--- config.mk ---
export PLATFORM = sky130hd
export DESIGN_NAME = pixel_write_arbiter
export DESIGN_NICKNAME = d
export VERILOG_FILES = /design/src/rtl/pixel_write_arbiter.sv
export SDC_FILE = /design/constraint.sdc
export NUM_CORES = 1
export LEC_CHECK = 0
export ABC_AREA = 0
export BUFFER_PORTS_ARGS = -buffer_cell sky130_fd_sc_hd__buf_2
export CORE_MARGIN = 10
export CORE_UTILIZATION = 60
export CTS_BUF_LIST = sky130_fd_sc_hd__clkbuf_2
export DETAILED_ROUTE_END_ITERATION = 8
export GPL_TIMING_DRIVEN = 0
export PLACE_DENSITY = 0.85
export SYNTH_ARGS = -nofsm -noshare
export SYNTH_HDL_FRONTEND = slang
export SYNTH_SLANG_ARGS = --single-unit
--- constraint.sdc ---
create_clock -name i_clk -period 8.1 [get_ports i_clk]
set_input_delay 1.215 -clock i_clk [delete_from_list [all_inputs] [get_ports i_clk]]
set_output_delay 1.215 -clock i_clk [all_outputs]
set_load 0.01 [all_outputs]
--- src/rtl/pixel_write_arbiter.sv ---
// pixel_write_arbiter
// Merges two pixel-write streams (A: obstacle drawer, B: player drawer) onto the
// single write port of the VGA adapter. Each source feeds its own FIFO because
// neither source can be stalled. A round-robin arbiter drains one pixel per cycle
// into a registered output stage.
//
// Ports:
//   i_clk, i_reset            clock, synchronous active-high reset
//   i_a_x/y/color, i_a_write  source A pixel and write strobe
//   i_b_x/y/color, i_b_write  source B pixel and write strobe
//   i_clear_overflow          clears both sticky overflow flags
//   o_out_x/y/color/write     registered pixel write to the VGA adapter
//   o_a_count, o_b_count      FIFO occupancy (0..2^FIFO_ADDR_BITS)
//   o_a_overflow, o_b_overflow sticky: a write from that source was dropped
module pixel_write_arbiter #(
    parameter int unsigned nX             = 10,
    parameter int unsigned nY             = 9,
    parameter int unsigned COLOR_DEPTH    = 9,
    parameter int unsigned FIFO_ADDR_BITS = 4
) (
    input  logic                      i_clk,
    input  logic                      i_reset,
    input  logic [nX-1:0]             i_a_x,
    input  logic [nY-1:0]             i_a_y,
    input  logic [COLOR_DEPTH-1:0]    i_a_color,
    input  logic                      i_a_write,
    input  logic [nX-1:0]             i_b_x,
    input  logic [nY-1:0]             i_b_y,
    input  logic [COLOR_DEPTH-1:0]    i_b_color,
    input  logic                      i_b_write,
    input  logic                      i_clear_overflow,
    output logic [nX-1:0]             o_out_x,
    output logic [nY-1:0]             o_out_y,
    output logic [COLOR_DEPTH-1:0]    o_out_color,
    output logic                      o_out_write,
    output logic [FIFO_ADDR_BITS:0]   o_a_count,
    output logic [FIFO_ADDR_BITS:0]   o_b_count,
    output logic                      o_a_overflow,
    output logic                      o_b_overflow
);

    localparam int unsigned Depth = 1 << FIFO_ADDR_BITS;
    localparam int unsigned PixW  = nX + nY + COLOR_DEPTH;

    typedef logic [FIFO_ADDR_BITS:0] cnt_t;
    typedef logic [PixW-1:0]         pix_t;

    // Which source won the most recent grant; the other one wins the next tie.
    typedef enum logic {GrantA, GrantB} grant_e;

    // Index 0 is source A, index 1 is source B.
    pix_t   r_mem [2][Depth];
    cnt_t   r_wr_cnt [2];
    cnt_t   r_rd_cnt [2];
    logic   r_ovf [2];
    grant_e r_last_grant;
    grant_e w_last_grant_next;
    pix_t   r_out_pix;
    logic   r_out_write;

    pix_t   w_in_pix [2];
    logic   w_in_wr [2];
    cnt_t   w_count [2];
    logic   w_full [2];
    logic   w_empty [2];
    logic   w_push [2];
    logic   w_drop [2];
    logic   w_pop [2];
    pix_t   w_head [2];
    logic   w_grant_a;
    logic   w_grant_b;

    assign w_in_pix[0] = {i_a_x, i_a_y, i_a_color};
    assign w_in_pix[1] = {i_b_x, i_b_y, i_b_color};
    assign w_in_wr[0]  = i_a_write;
    assign w_in_wr[1]  = i_b_write;

    // FIFO status comes only from registered pointers, so a push is not visible
    // to the arbiter until the following cycle.
    always_comb begin
        for (int s = 0; s < 2; s++) begin
            w_count[s] = r_wr_cnt[s] - r_rd_cnt[s];
            w_full[s]  = (w_count[s] == cnt_t'(Depth));
            w_empty[s] = (w_count[s] == '0);
            // Fullness is judged before this edge's pop: a write into a full
            // FIFO is dropped even if that FIFO is drained in the same cycle.
            w_push[s]  = w_in_wr[s] & ~w_full[s];
            w_drop[s]  = w_in_wr[s] & w_full[s];
            w_head[s]  = r_mem[s][r_rd_cnt[s][FIFO_ADDR_BITS-1:0]];
        end
    end

    // Round-robin arbiter: next-state and grant decode.
    always_comb begin
        w_last_grant_next = r_last_grant;
        w_grant_a         = 1'b0;
        w_grant_b         = 1'b0;
        if (!w_empty[0] && (w_empty[1] || r_last_grant == GrantB)) begin
            w_grant_a         = 1'b1;
            w_last_grant_next = GrantA;
        end else if (!w_empty[1]) begin
            w_grant_b         = 1'b1;
            w_last_grant_next = GrantB;
        end
    end

    assign w_pop[0] = w_grant_a;
    assign w_pop[1] = w_grant_b;

    // Arbiter state register.
    always_ff @(posedge i_clk) begin
        if (i_reset) begin
            r_last_grant <= GrantB;
        end else begin
            r_last_grant <= w_last_grant_next;
        end
    end

    // Storage is not reset; the pointers alone define validity.
    always_ff @(posedge i_clk) begin
        for (int s = 0; s < 2; s++) begin
            if (w_push[s]) begin
                r_mem[s][r_wr_cnt[s][FIFO_ADDR_BITS-1:0]] <= w_in_pix[s];
            end
        end
    end

    always_ff @(posedge i_clk) begin
        if (i_reset) begin
            for (int s = 0; s < 2; s++) begin
                r_wr_cnt[s] <= '0;
                r_rd_cnt[s] <= '0;
                r_ovf[s]    <= 1'b0;
            end
        end else begin
            for (int s = 0; s < 2; s++) begin
                if (w_push[s]) begin
                    r_wr_cnt[s] <= r_wr_cnt[s] + cnt_t'(1);
                end
                if (w_pop[s]) begin
                    r_rd_cnt[s] <= r_rd_cnt[s] + cnt_t'(1);
                end
                // A drop on the same edge as a clear keeps the flag set.
                if (w_drop[s]) begin
                    r_ovf[s] <= 1'b1;
                end else if (i_clear_overflow) begin
                    r_ovf[s] <= 1'b0;
                end
            end
        end
    end

    // Output register: zeroed whenever nothing is granted.
    always_ff @(posedge i_clk) begin
        if (i_reset) begin
            r_out_pix   <= '0;
            r_out_write <= 1'b0;
        end else if (w_grant_a) begin
            r_out_pix   <= w_head[0];
            r_out_write <= 1'b1;
        end else if (w_grant_b) begin
            r_out_pix   <= w_head[1];
            r_out_write <= 1'b1;
        end else begin
            r_out_pix   <= '0;
            r_out_write <= 1'b0;
        end
    end

    assign o_out_x      = r_out_pix[PixW-1 -: nX];
    assign o_out_y      = r_out_pix[COLOR_DEPTH +: nY];
    assign o_out_color  = r_out_pix[COLOR_DEPTH-1:0];
    assign o_out_write  = r_out_write;
    assign o_a_count    = w_count[0];
    assign o_b_count    = w_count[1];
    assign o_a_overflow = r_ovf[0];
    assign o_b_overflow = r_ovf[1];

endmodule
=== Word-level counts from Yosys, hierarchy flattened ===
Memories as Yosys holds them, arrays and structs flattened.
Cells that the tools add are included.

* Bits in registers: 30
* RAM bits: 918
* Output and inout port bits: 41
* Word-level logic and storage cells: 102
* Memories kept: 4

* Add/subtract/negate cells: 6
* Magnitude comparators: 6
* Eq/ne operators: 3
* Muxes and demuxes: 55
* Bitwise operators: 18
* Reduce and logical (&&, ||, !) cells: 7

{| class="wikitable"
|+ Memory list
! name !! depth !! bits a word !! read ports !! clocked after Yosys merged registers in !! wr ports !! RTL line !! source
|-
| r_mem || 2 || 448 || 2 || 0 || 2 || 52 || <nowiki>pix_t r_mem [2][Depth];</nowiki>
|-
| r_rd_cnt || 2 || 5 || 2 || 0 || 2 || 54 || <nowiki>cnt_t r_rd_cnt [2];</nowiki>
|-
| r_wr_cnt || 2 || 5 || 2 || 0 || 2 || 53 || <nowiki>cnt_t r_wr_cnt [2];</nowiki>
|-
| r_ovf || 2 || 1 || 2 || 0 || 2 || 55 || <nowiki>logic r_ovf [2];</nowiki>
|}

{| class="wikitable"
|+ Operators with widths
! cell !! count
|-
| $mux 448 || 2
|-
| $bmux 28 s4 || 2
|-
| $demux 28 s4 || 2
|-
| $mux 28 || 8
|-
| $mux 1 || 37
|-
| $add 5x1->5 const B || 4
|-
| $ge 5x5->1 const B || 4
|-
| $mux 5 || 4
|-
| $not 4->5 || 4
|-
| $eq 5x5->1 const B || 2
|-
| $logic_not 5->1 || 2
|-
| $lt 5x1->1 const B || 2
|-
| $sub 5x5->5 || 2
|-
| $or 1x1->1 || 8
|-
| $and 1x1->1 || 4
|-
| $logic_and 1x1->1 || 3
|-
| $ne 2x1->1 const B || 1
|-
| $not 1->1 || 2
|-
| $logic_not 1->1 || 1
|-
| $logic_or 1x1->1 || 1
|}

=== Longest topological paths before layout ===
* Depth after elaboration: 9
* Gate-level depth with buffers: 14
* Depth with buffers taken out: 11

=== Worst setup path after synthesis ===
OpenSTA, ideal clock, no wires.

* Path kind: register to register
* Start: mem r_rd_cnt[0][7] (netlist name)
* End: mem r_mem[0][784] (netlist name) (enable)
* Library setup time: 484 ps
* Data arrival time: 5,092 ps
* Required time: 7,616 ps
* Slack: 2,524 ps
* Cell stages (with the launch flop): 10
* Path buffers: 3
* Clock period less this slack: 5,576 ps
* Cells stage by stage: edfxtp_1 > inv_1 > clkbuf_1 > clkbuf_1 > ha_1 > xnor2_1 > nor2_1 > a31oi_1 > clkbuf_1 > nor4bb_1

{| class="wikitable"
|+ RTL lines
! item !! RTL line
|-
| start: declaration || 54
|-
| end: declaration || 52
|}

==> run metrics <==
Gate Count Post-Synth=1716; IO Port Bufs=101; total wire length=85970 um; fin util=0.6780; WL/cell=28.33 um; drt drc=0; Yosys cell types=50; Simple-Gate Fraction of Synth Area=0.02750; area leader, netlist=edfxtp_1; RSZ-0062 raised after global routing=false; Slowest cell on crit path=buf_1; Die Area=0.07158 sq mm; ranking of synthesized cells by area=edfxtp_1 75%, mux4_2 14%, dfxtp_1 1.7%, mux2i_1 1.5%, nor2_1 1.0%; Die Height=267.6 um; Synth Register Bits=948; via count=19.18k; DR iter-0 viols=2387; final hold viol count=0; hold endpoint=r_mem[0][575]; Top FF cell, synth=edfxtp_1; crit path buf inv count=6; IO Count=102; Post-synth ARST share=0; worst slew pin tran=1.166 ns; cell area after synthesis=0.03677 sq mm; pin count of the biggest net entering global routing=29; Sinks on Clock Net=948; hold_sp=i_b_y[6]; Core Rows=90; Slew Viols, Final=0; share of layout cells above drive strength 1=0.3553; Most Frequent Cell on Critical Path=buf_2; compound-gate portion of the synthesized area=0.02368; Startpoint Class=flop; CP top delay family=buffers and inverters; Post-DP Area=0.03892 sq mm; Worst EP arrival=4.88 ns; Tcrit/Tclk final=0.7528; Data required, critical path=6.88 ns; mux contribution to synthesized area=0.1531; Routed Antenna Nets=0; Worst Hold Class=in -> reg; Post-Synth XOR/XNOR Area=0.004968; cell area after layout=0.04100 sq mm; first-pass GRT wire length=126700 um; Worst Hold Path Cells=1; crit path max fanout=10; Die X=267.6 um; Core ar.=0.06047 sq mm; Max clock buf depth=3; vias per cell=6.319; share of the synthesized area in the top cell type=0.7489; GRT Overall Usage=0.2456; Post-DP HPWL=54430 um; post_cts resized=0; Setup CP Type=reg -> out; H-tree levels=4; area grow syn2layout=11.51%; fin crit period=6.098 ns; CTS tree=built; initial antenna violation count=13; Mean Syn Cell Area=21.43 sq um; syn nets=1797; setup TNS=0 ns; adder-cell share of the synthesized area=0.007214; gr ovfl total=0; clock skew=0.07482 ns; status=complete, no violations; TritonRoute pass-1 iters=5; static leakage=13.81 nW; max incr delay on CP=0.72 ns; vias in the first global route=20.34k; post-synthesis sequential area ratio=0.7658; final layout net count=2146; Slew Limit Headroom=0.2224; Initial Utilization=0.6080; Worst R2R End=r_mem[0][435]; FF-to-FF path depth=9; Post-synth EDFFs=917; R2R Path Start=r_rd_cnt[0][1]; PwrDens=327.9 mW/mm^2; synth warn=0; worst IR drop on VDD=0.1903 mV; final setup violation count=0; max-cap viol count=0; reg2reg setup slack=2.82 ns; clock tree root buffer cell=clkbuf_2; clock latency on the worst-skew pair=1.45 ns; maximum clock rate=164.0 MHz; gpl congestion=0.7981; worst-path cell chain=clkbuf_1 -> buf_2 -> buf_1 -> inv_1 -> fa_1 -> a21o_1 -> a21oi_2 -> xor2_1 -> inv_2 -> buf_2; CTS buffer count=216; largest family of logic cells by synthesized area=multiplexers; Reg clk slew, reported paths=0.13 ns; Crit. End Element=output port
state kept, by name, indices dropped and copies added, names as in the netlist:
register,cells
r_out_pix,28
r_mem,896
r_rd_cnt,10
o_out_write,1
r_ovf,2
r_wr_cnt,10
r_last_grant,1
cells by family (layout without fill, tap and decap cells):
family	Yosys count	count (layout)
DFF	948	948
muxes	280	280
and+or+nand+nor	201	201
buffers and inverters	147	674
AOI/OAI and AO/OA	100	100
adders and majority gates	20	20
xor gates and xnor gates	20	20
other	0	10
area by class of cell:
cell class | instances | area (sq um)
tap | 782 | 978.4
buffer | 91 | 441.7
multi-input combinational | 621 | 8105
fill | 3648 | 19470
inverter | 56 | 210.2
sequential | 948 | 28160
timing repair buffer | 131 | 1059
antenna | 10 | 25.02
clock inverter | 80 | 444.2
clock buffer | 316 | 1582
cell usage after synthesis (21+ instances only):
master    number
and2_1        32
buf_2         26
clkbuf_1      45
dfxtp_1       31
edfxtp_1     917
inv_1         54
mux2i_1       54
mux4_2       226
nand2_1       21
nor2_1       100
o22ai_1       28
worst register-to-register path, stage by stage, from the launching register on:
cell	delay (ns)
edfxtp_1	0.39
clkbuf_1	0.35
buf_2	0.42
buf_1	0.73
inv_1	0.21
fa_1	0.50
xor2_1	0.55
o41a_1	0.42
nor3b_1	0.36
and2_2	0.88
cells in the final DEF, fill, tap and decap left out, drive strengths merged, types with 8 or more instances in the layout:
master	synthesis	layout
ha	18	18
clkbuf	45	361
mux2i	54	54
clkinv	1	72
o22ai	48	48
buf	46	174
and2	32	32
nand2	21	21
edfxtp	917	917
xnor2	10	10
nor2	100	100
nand3	10	10
xor2	10	10
inv	55	58
dfxtp	31	31
mux4	226	226
nor3	8	8
o221ai	20	20
diode	0	10
per-layer routing:
metal / global-route usage / share of wire
met1: 0.2854 / 0.34
met2: 0.4121 / 0.52
met3: 0.07567 / 0.10
met4: 0.1211 / 0.038
met5: 0 / 0.00095
how the worst max path moves through the flow:
stage | cells past startpoint | to | from
global route | 10 | o_a_count[4] | r_rd_cnt[0][1]
global placement | 10 | r_mem[0][847] | r_rd_cnt[0][7]
CTS | 10 | o_a_count[4] | r_rd_cnt[0][1]
finish | 10 | o_a_count[4] | r_rd_cnt[0][1]
detailed placement | 9 | r_mem[0][431] | r_rd_cnt[0][1]
floorplan | 9 | r_mem[0][784] | r_rd_cnt[0][7]
report_power, final:
| group | internal (mW) | total [mW] | leakage, nW | switching [mW] |
|---|---|---|---|---|
| clock | 1.21 | 3.02 | 1.52 | 1.81 |
| sequential | 5.81 | 5.94 | 8.58 | 0.132 |
| combinational | 1.86 | 4.48 | 3.71 | 2.63 |
repair_timing:
item	CTS	global route
hold buffers	3	0
endpoints found under the hold margin	2	0
buffers inserted	0	0
through the flow:
step                power [mW]  std cells  hold slack, ns  setup slack, ns
floorplan                8.918       1716          0.5992            2.524
global placement         10.23       2599          0.5770           -1.015
detailed placement       10.49       2626          0.6006            2.999
CTS                      13.47       3025         0.01042            1.949
global route             14.01       3033         0.04251            1.756
finish                   13.45       3035          0.1324            2.002
(Power assumes the default switching activity.)
